$ cat src/rtl/lc3_writeback.sv
// LC3 writeback stage: result-source mux, 2**ADDR_WIDTH-entry register file and NZP condition codes.
// Optional macro LC3_WB_BYPASS_EN forwards write data to VSR1/VSR2 during the writing cycle.
module lc3_writeback #(
    parameter int unsigned DATA_WIDTH = 16,
    parameter int unsigned ADDR_WIDTH = 3
) (
    input  logic                  clock,
    input  logic                  reset,
    input  logic                  enable_writeback,
    input  logic [1:0]            W_Control,
    input  logic [DATA_WIDTH-1:0] aluout,
    input  logic [DATA_WIDTH-1:0] memout,
    input  logic [DATA_WIDTH-1:0] pcout,
    input  logic [DATA_WIDTH-1:0] npc,
    input  logic [ADDR_WIDTH-1:0] sr1,
    input  logic [ADDR_WIDTH-1:0] sr2,
    input  logic [ADDR_WIDTH-1:0] dr,
    output logic [DATA_WIDTH-1:0] VSR1,
    output logic [DATA_WIDTH-1:0] VSR2,
    output logic [2:0]            psr
);

    localparam int unsigned NumRegs = 2 ** ADDR_WIDTH;

    logic [DATA_WIDTH-1:0] regs_q [NumRegs];
    logic [2:0]            psr_q;
    logic [2:0]            psr_d;
    logic [DATA_WIDTH-1:0] dr_in;

    always_comb begin
        dr_in = aluout;
        unique case (W_Control)
            2'd0: dr_in = aluout;
            2'd1: dr_in = memout;
            2'd2: dr_in = pcout;
            2'd3: dr_in = npc;
        endcase
    end

    // Exactly one of N/Z/P is set for any written value.
    always_comb begin
        psr_d = {dr_in[DATA_WIDTH-1],
                 dr_in == '0,
                 !dr_in[DATA_WIDTH-1] && (dr_in != '0)};
    end

    always_ff @(posedge clock or posedge reset) begin
        if (reset) begin
            for (int i = 0; i < NumRegs; i++) begin
                regs_q[i] <= '0;
            end
            psr_q <= 3'b000;
        end else if (enable_writeback) begin
            regs_q[dr] <= dr_in;
            psr_q      <= psr_d;
        end
    end

    always_comb begin
        VSR1 = regs_q[sr1];
        VSR2 = regs_q[sr2];
`ifdef LC3_WB_BYPASS_EN
        // Write-through: a reader of the register being written sees the new value now.
        if (enable_writeback && !reset) begin
            if (sr1 == dr) begin
                VSR1 = dr_in;
            end
            if (sr2 == dr) begin
                VSR2 = dr_in;
            end
        end
`endif
    end

    assign psr = psr_q;

endmodule

$ cat config.mk
export PLATFORM = sky130hd
export DESIGN_NAME = lc3_writeback
export DESIGN_NICKNAME = d
export VERILOG_FILES = /design/src/rtl/lc3_writeback.sv
export SDC_FILE = /design/constraint.sdc
export NUM_CORES = 1
export LEC_CHECK = 0
export CAP_MARGIN = 30
export CORE_MARGIN = 2
export CORE_UTILIZATION = 50
export DETAILED_ROUTE_END_ITERATION = 6
export DONT_BUFFER_PORTS = 1
export PLACE_DENSITY = 0.7
export SYNTH_ARGS = -nofsm -noshare
export SYNTH_HDL_FRONTEND = slang
export SYNTH_SLANG_ARGS = --single-unit
$ cat constraint.sdc
create_clock -name clock -period 7.2 [get_ports clock]
set_input_delay 0.72 -clock clock [delete_from_list [all_inputs] [get_ports clock]]
set_output_delay 0.72 -clock clock [all_outputs]
set_load 0.01 [all_outputs]
* After elaboration in Yosys (flattened, before gate mapping)
Index checks and enable logic that the tools add are counted.
Operators by class: reduce and logical (&&, ||, !) cells 6, bitwise operators 3, equal/unequal tests 3, order comparisons 4, muxes and demuxes 10
Operators by type and width (number):
- bitwise mux 128 bit | 1
- binary-select mux 16 bit (select 3 bit) | 2
- 2-to-1 mux 16 bit | 5
- case mux 16 bit (4 select lines) | 1
- demux 16 bit (select 3 bit) | 1
- zero test 16 bit | 1
- nonzero test 16 bit | 1
- greater-or-equal comparator 4 bit (second input constant) | 3
- NOT 3 -> 4 bit | 3
- equality test 2 bit (second input constant) | 2
- < comparator 4 x 1 -> 1 bit (second input constant) | 1
- equality test 2 x 1 -> 1 bit (second input constant) | 1
- logical AND 1 bit | 2
- zero test 2 bit | 1
- zero test 1 bit | 1
Storage, ports and cells: logic and storage cells 35, flip-flop bits (word level) 131

* Depth between registers and ports, before layout
Gate-level depths: netlist of run 1.
depth after elaboration 6, gate-level depth with buffers 7, gate-level depth less buffers 4

* Worst setup path before layout of run 1
OpenSTA, ideal clock, no wires.
kind input to output, start point in sr1[1], end point out VSR1[0], path buffers 3, arrival time 2140 ps, path slack 4340 ps, cell stages on the path 5, required time 6480 ps, path through clkbuf_1 buf_2 buf_2 mux4_2 mux2_2
On the way: word-level cells in the longest chain between the ends 4
RTL lines:
- start, declared | line 15 | input logic [ADDR_WIDTH-1:0] sr1,
- NOT 3 -> 4 bit (implied by the code) | line 60 | VSR1 = regs_q[sr1];
- binary-select mux 16 bit (select 3 bit) | line 60
- 2-to-1 mux 16 bit (implied by the code) (2 in series) | line 60
- end, declared | line 18 | output logic [DATA_WIDTH-1:0] VSR1,
Every way passes these cells. The select of a mux whose other input is x is not followed.

* Worst setup path after layout of run 1
start point reg regs_q[74] in the netlist's numbering, end point out VSR2[10]
On the way: word-level cells in the longest chain between the ends 3
RTL lines:
- start, declared | line 25 | logic [DATA_WIDTH-1:0] regs_q [NumRegs];
- start signal, assigned by index | line 54 | regs_q[dr] <= dr_in;
- binary-select mux 16 bit (select 3 bit) | line 61 | VSR2 = regs_q[sr2];
- 2-to-1 mux 16 bit (implied by the code) (2 in series) | line 61
- end, declared | line 19 | output logic [DATA_WIDTH-1:0] VSR2,
Every way passes these cells. The select of a mux whose other input is x is not followed.

==> results of run 1 <==
[worst max-delay path, stage by stage (launching register included)]
cell and delay, ns:
dfrtp_1 0.40, mux4_2 0.49, mux2_2 0.33
[per-layer routing]
| layer | vias to the layer above | wire, um | track usage, % | part of all wire, % |
|---|---|---|---|---|
| li1 | 2076 | - | - | - |
| met1 | 2463 | 7240 | 31.9 | 39 |
| met2 | 208 | 9460 | 42.5 | 51 |
| met3 | 35 | 1420 | 7.00 | 7.7 |
| met4 | 2 | 411 | 9.45 | 2.2 |
| met5 | - | 16 | 0 | 0.086 |
[cell usage after synthesis (all sizes together) (2+ instances only)]
master   instances
o2bb2ai          2
inv              2
nor4             3
clkbuf          18
o21ai           18
mux4            79
and2             4
nor2             4
nand2          190
dfrtp          131
nand3            4
mux2            90
nor2b            3
mux2i            2
buf             22
[kinds of logic after synthesis]
| family | after synthesis |
|---|---|
| AND/OR/NAND/NOR | 212 |
| buffers and inverters | 42 |
| AO/OA/AOI/OAI | 22 |
| flip-flops | 131 |
| multiplexers | 171 |
[per-stage QoR]
stage / cells / utilization, %
after global routing: 757 / 55.5
after detailed placement: 725 / 51.0
after global placement: 725 / 51.0
after CTS: 755 / 55.2
after floorplan: 578 / -
final: 757 / 55.5
[flip-flops by register name, summed over array words and instances, names as in the netlist]
| name | cells |
|---|---|
| psr | 3 |
| regs_q | 128 |
[where the power goes]
part / leakage, uW / switching, uW / internal (uW)
Clock: 0.000302 / 302 / 579
Combinational: 0.00157 / 209 / 303
Sequential: 0.00161 / 128 / 908
Total: 0.00349 / 639 / 1790
[area by class of cell]
type,count,area [um^2],share of cell area [%]
inverters,2,10.0,0.125
repair buffers,5,65.1,0.815
flip-flops and latches,131,3280,41.1
well taps,184,230,2.88
clock buffers,27,543,6.80
clock inverters,3,65.1,0.815
multi-input cells,405,3790,47.5
[worst max-delay path by stage]
| stage | to | slack, ns | cells past startpoint |
|---|---|---|---|
| 3_5_place_dp | regs_q[70]$_DFFE_PP0P_ | 4.85 | 3 |
| 4_1_cts | VSR2[10] | 4.84 | 2 |
| 5_1_grt | VSR2[1] | 4.80 | 2 |
| 6_report | VSR2[10] | 4.85 | 2 |
| 3_3_place_gp | regs_q[71]$_DFFE_PP0P_ | 4.87 | 3 |
| 2_1_floorplan | psr[0]$_DFFE_PP0P_ | 2.98 | 1 |
==> results.yml, run 1 <==
clocking:
  clkTransAtPathRegs_ns: 0.05
  cts_tree: "done"
  htreeDepth: 4
  cts.sinks: 131
  insertion_delay_ns: 0.42
  cts_buffer_depth: 2
  hold_buffers: 0
  root_buffer: "clkbuf_16"
  cts_made_buffers: 17
  post-cts-setup-buffer-count: 0
  post_cts_resized: 0
drt:
  first_pass_iters: 5
  drc: 0
  wl_um: 18600
  vias_per_cell: 6.32
  drt-initial-drc-count: 392
  detail-route-antenna-nets: 0
  dr_total_vias: 4784
  routedWlPerCell_um: 24.5
setup_path:
  crit_required_ns: 6.48
  r2r_cells: 2
  critPathArrivalTime_ns: 1.63
  cp-startpoint: "regs_q[74]$_DFFE_PP0P_"
  r2r-end: "psr[0]$_DFFE_PP0P_"
  worstPathMaxFanout: 3
  reg2reg_slack_ns: 6.30
  reg2reg_from: "psr[0]$_DFFE_PP0P_"
  worstSetupPathType: "reg2out"
  end_kind: "primary output"
  start_kind: "flip-flop"
timing:
  tns_ns: 0
  rsz0062_at_grt: "false"
  finClkSkew_ns: 0
  fin_ws_ns: 4.85
  period_share_pct: 32.7
  layout_min_cycle_time_ns: 2.35
  tightest_slew_ns: 1.00
  maxSlewViolCount: 0
  max_slew_margin_pct: 33.1
  hold_ws_ns: 0.285
  setup_violations: 0
  fmax_ghz: 0.425
  hold_violations: 0
finish:
  fin_nets: 640
  drive_gt1_share_pct: 33.9
  layout_common_cells: "nand2_1, dfrtp_1, mux2_2, mux4_2, o21ai_1"
  syn_to_final_growth_pct: 10.0
  num_antenna_cells: 0
  fin_area_um2: 7980
  fillers: 1124
  final_common_cell: "nand2_1"
synthesis:
  avgSynthCellArea_um2: 12.5
  synth_top_family_by_area: "multiplexers"
  syn_nets: 656
  synthMuxAreaShare_pct: 38.8
  seq_area_frac_synth_pct: 45.2
  synthAdderAreaFrac_pct: 0
  synth_enable_flop_cells: 0
  synth.ff_latch_count: 131
  ys_types: 27
  ys.flop_type: "dfrtp_1"
  synth_top_area_cell: "dfrtp_1"
  yosys_warnings: 0
  syn_inst: 578
  yosys.area_share.simple_pct: 11.7
  synth_top_area_share_pct: 45.2
  synth_xor_area_share_pct: 0
  async_flop_share_pct: 100
  yosys-top-cells-area: "dfrtp_1, mux4_2, mux2_2, nand2_1, mux2_1"
  synthesis.area_um2: 7250
  synth_compound_area_share_pct: 1.69
placed_design:
  hpwl_um: 11400
  post_dp_cell_area_um2: 7330
  io_buffers: 0
  place_congestion: 0.797
  place_ws_ns: 4.85
power:
  p_per_area_nw_per_um2: 304
  p_leak_uw: 0.00349
  ir_drop_mv: 0.187
  power_uw: 2430
global_routing:
  grt_antenna_before_repair: 1
  grt_use_total_pct: 25.4
  grt_pass1_wl_um: 29700
  grt_max_degree: 77
  grt_pass1_vias: 5095
  grt-ovfl-total: 0
floorplan:
  core_um2: 14400
  ios: 113
  die-height_um: 124
  die_w_um: 124
  initial_core_util_pct: 50.5
  num_rows: 44
  floorplan.die_area_um2: 15500
worst_hold_path:
  min_path_type: "in2async"
outcome:
  outcome: "finished clean"
run:
  maxCapViolCount: 0
(Power assumes the default switching activity.)
==> run 2, diff against run 1 <==
==> constraint.sdc (replaced) <==
create_clock -name clock -period 2.2 [get_ports clock]
set_input_delay 0.22 -clock clock [delete_from_list [all_inputs] [get_ports clock]]
set_output_delay 0.22 -clock clock [all_outputs]
set_load 0.01 [all_outputs]
==> results.yml, run 2 (synthesis results as in run 1) <==
outcome:
  outcome: "finished clean"
floorplan:
  num_rows: 44
  core_um2: 14400
  ios: 113
  die_w_um: 124
  floorplan.die_area_um2: 15500
  die-height_um: 124
  initial_core_util_pct: 50.5
global_routing:
  grt-ovfl-total: 0
  grt_use_total_pct: 24.7
  grt_pass1_vias: 5161
  grt_max_degree: 35
  grt_pass1_wl_um: 29200
  grt_antenna_before_repair: 0
setup_path:
  end_kind: "primary output"
  r2r_cells: 2
  worstPathMaxFanout: 3
  worstSetupPathType: "reg2out"
  crit_path_cell_trace: "mux4_2 > mux2_2"
  start_kind: "flip-flop"
  slowest_delay_ns: 0.48
  critPathArrivalTime_ns: 1.64
  crit_required_ns: 1.98
  critPathSlowestCell: "mux4_2"
clocking:
  cts_tree: "done"
  cts_buffer_depth: 2
  cts_made_buffers: 17
  cts.sinks: 131
  htreeDepth: 4
  insertion_delay_ns: 0.41
  root_buffer: "clkbuf_16"
  post_cts_resized: 0
  clkTransAtPathRegs_ns: 0.05
timing:
  rsz0062_at_grt: "false"
  setup_violations: 0
  layout_min_cycle_time_ns: 1.86
  tns_ns: 0
  maxSlewViolCount: 0
  hold_violations: 0
  max_slew_margin_pct: 48.6
  fmax_ghz: 0.539
  finClkSkew_ns: 0
  hold_ws_ns: 0.160
  tightest_slew_ns: 0.772
  period_share_pct: 84.4
drt:
  drt-initial-drc-count: 385
  top_layer: "met4"
  wl_met1_um: 7210
  dr_wl_met2_um: 9350
  detail-route-antenna-nets: 0
  vias_per_cell: 6.39
  wl_met3_um: 1340
  first_pass_iters: 4
  wl_um: 18400
  routedWlPerCell_um: 23.9
  dr_total_vias: 4917
  drc: 0
power:
  seq_power_share_pct: 44.3
  p_sw_uw: 2080
  internal-power_uw: 5530
  p_leak_uw: 0.00348
  ir_drop_mv: 0.518
  clockPowerShare_pct: 33.5
  switching_share_pct: 27.4
  combPwrFrac_pct: 22.2
  p_per_area_nw_per_um2: 956
finish:
  largest_reg_flops: 128
  registers.top_by_ff_count: "regs_q"
  syn_to_final_growth_pct: 9.92
  final_common_cell: "nand2_1"
  layout_common_cells: "nand2_1, dfrtp_1, mux2_2, mux4_2, o21ai_1"
  finalNonFillerCells: 769
  drive_gt1_share_pct: 34.2
  num_antenna_cells: 0
  fin_nets: 652
placed_design:
  dp.cells: 737
  place_congestion: 0.768
  hpwl_um: 11700
  io_buffers: 0
worst_hold_path:
  min_path_type: "in2reg"
  min_path_cells: 3
run:
  maxCapViolCount: 0
run 2: cell types whose count changed in the layout (fill, tap and decap cells not counted), sizes merged:
cell	change
dlygate4sd3	+2
bufinv	-1
clkbuf	-3
clkinv	+3
inv	-1
clkinvlp	+2
buf	+10
run 2: cell type report:
class / count / area, um^2
repair buffers: 17 / 145
clock buffers: 24 / 462
well taps: 184 / 230
flip-flops and latches: 131 / 3280
multi-input cells: 405 / 3790
fillers: 1129 / 6400
clock inverters: 6 / 57.6
inverters: 2 / 11.3
run 2: repair_timing:
action	CTS	global route
buffers inserted	0	0
hold endpoints to repair	23	0
hold buffers	2	0
run 2: stage by stage:
| step | worst slack, ns | total power, uW | instance area, um^2 | utilization [%] |
|---|---|---|---|---|
| after floorplan | 0.340 | 4760 | 7260 | - |
| after global placement | 0.444 | 4970 | 7430 | 51.7 |
| after detailed placement | 0.406 | 5100 | 7430 | 51.7 |
| after CTS | 0.337 | 7660 | 7970 | 55.5 |
| after global routing | 0.309 | 7980 | 7970 | 55.5 |
| final | 0.343 | 7620 | 7970 | 55.5 |
run 2: worst max-delay path, delay by kind of cell, from the launching register on:
family | cells | cell delay, ns
mux | 2 | 0.82
flops | 1 | 0.39
run 2: metal layers:
layer,vias up,global-route usage (%)
li1,2088,-
met1,2564,31.3
met2,226,41.1
met3,39,6.62
met4,0,9.45
met5,-,0
run 2: path summary, 6_finish.rpt:
kind | from | end | slack (ns)
max in group asynchronous | reset | regs_q[10]$_DFFE_PP0P_ | 1.08
hold / removal | enable_writeback | psr[2]$_DFFE_PP0P_ | 0.16
setup / recovery | regs_q[14]$_DFFE_PP0P_ | VSR1[14] | 0.34
setup reg to reg | psr[0]$_DFFE_PP0P_ | psr[0]$_DFFE_PP0P_ | 1.32
min in group asynchronous | reset | regs_q[47]$_DFFE_PP0P_ | 0.36
hold reg to reg | regs_q[98]$_DFFE_PP0P_ | regs_q[98]$_DFFE_PP0P_ | 0.50
run 2: power groups by stage:
stage	sequential [uW]	combinational [uW]	clock [uW]
3_5_place_dp	3400	1700	0
3_3_place_gp	3330	1640	0
6_report	3380	1690	2550
4_1_cts	3370	1710	2580
2_1_floorplan	3270	1500	0
5_1_grt	3450	1850	2680
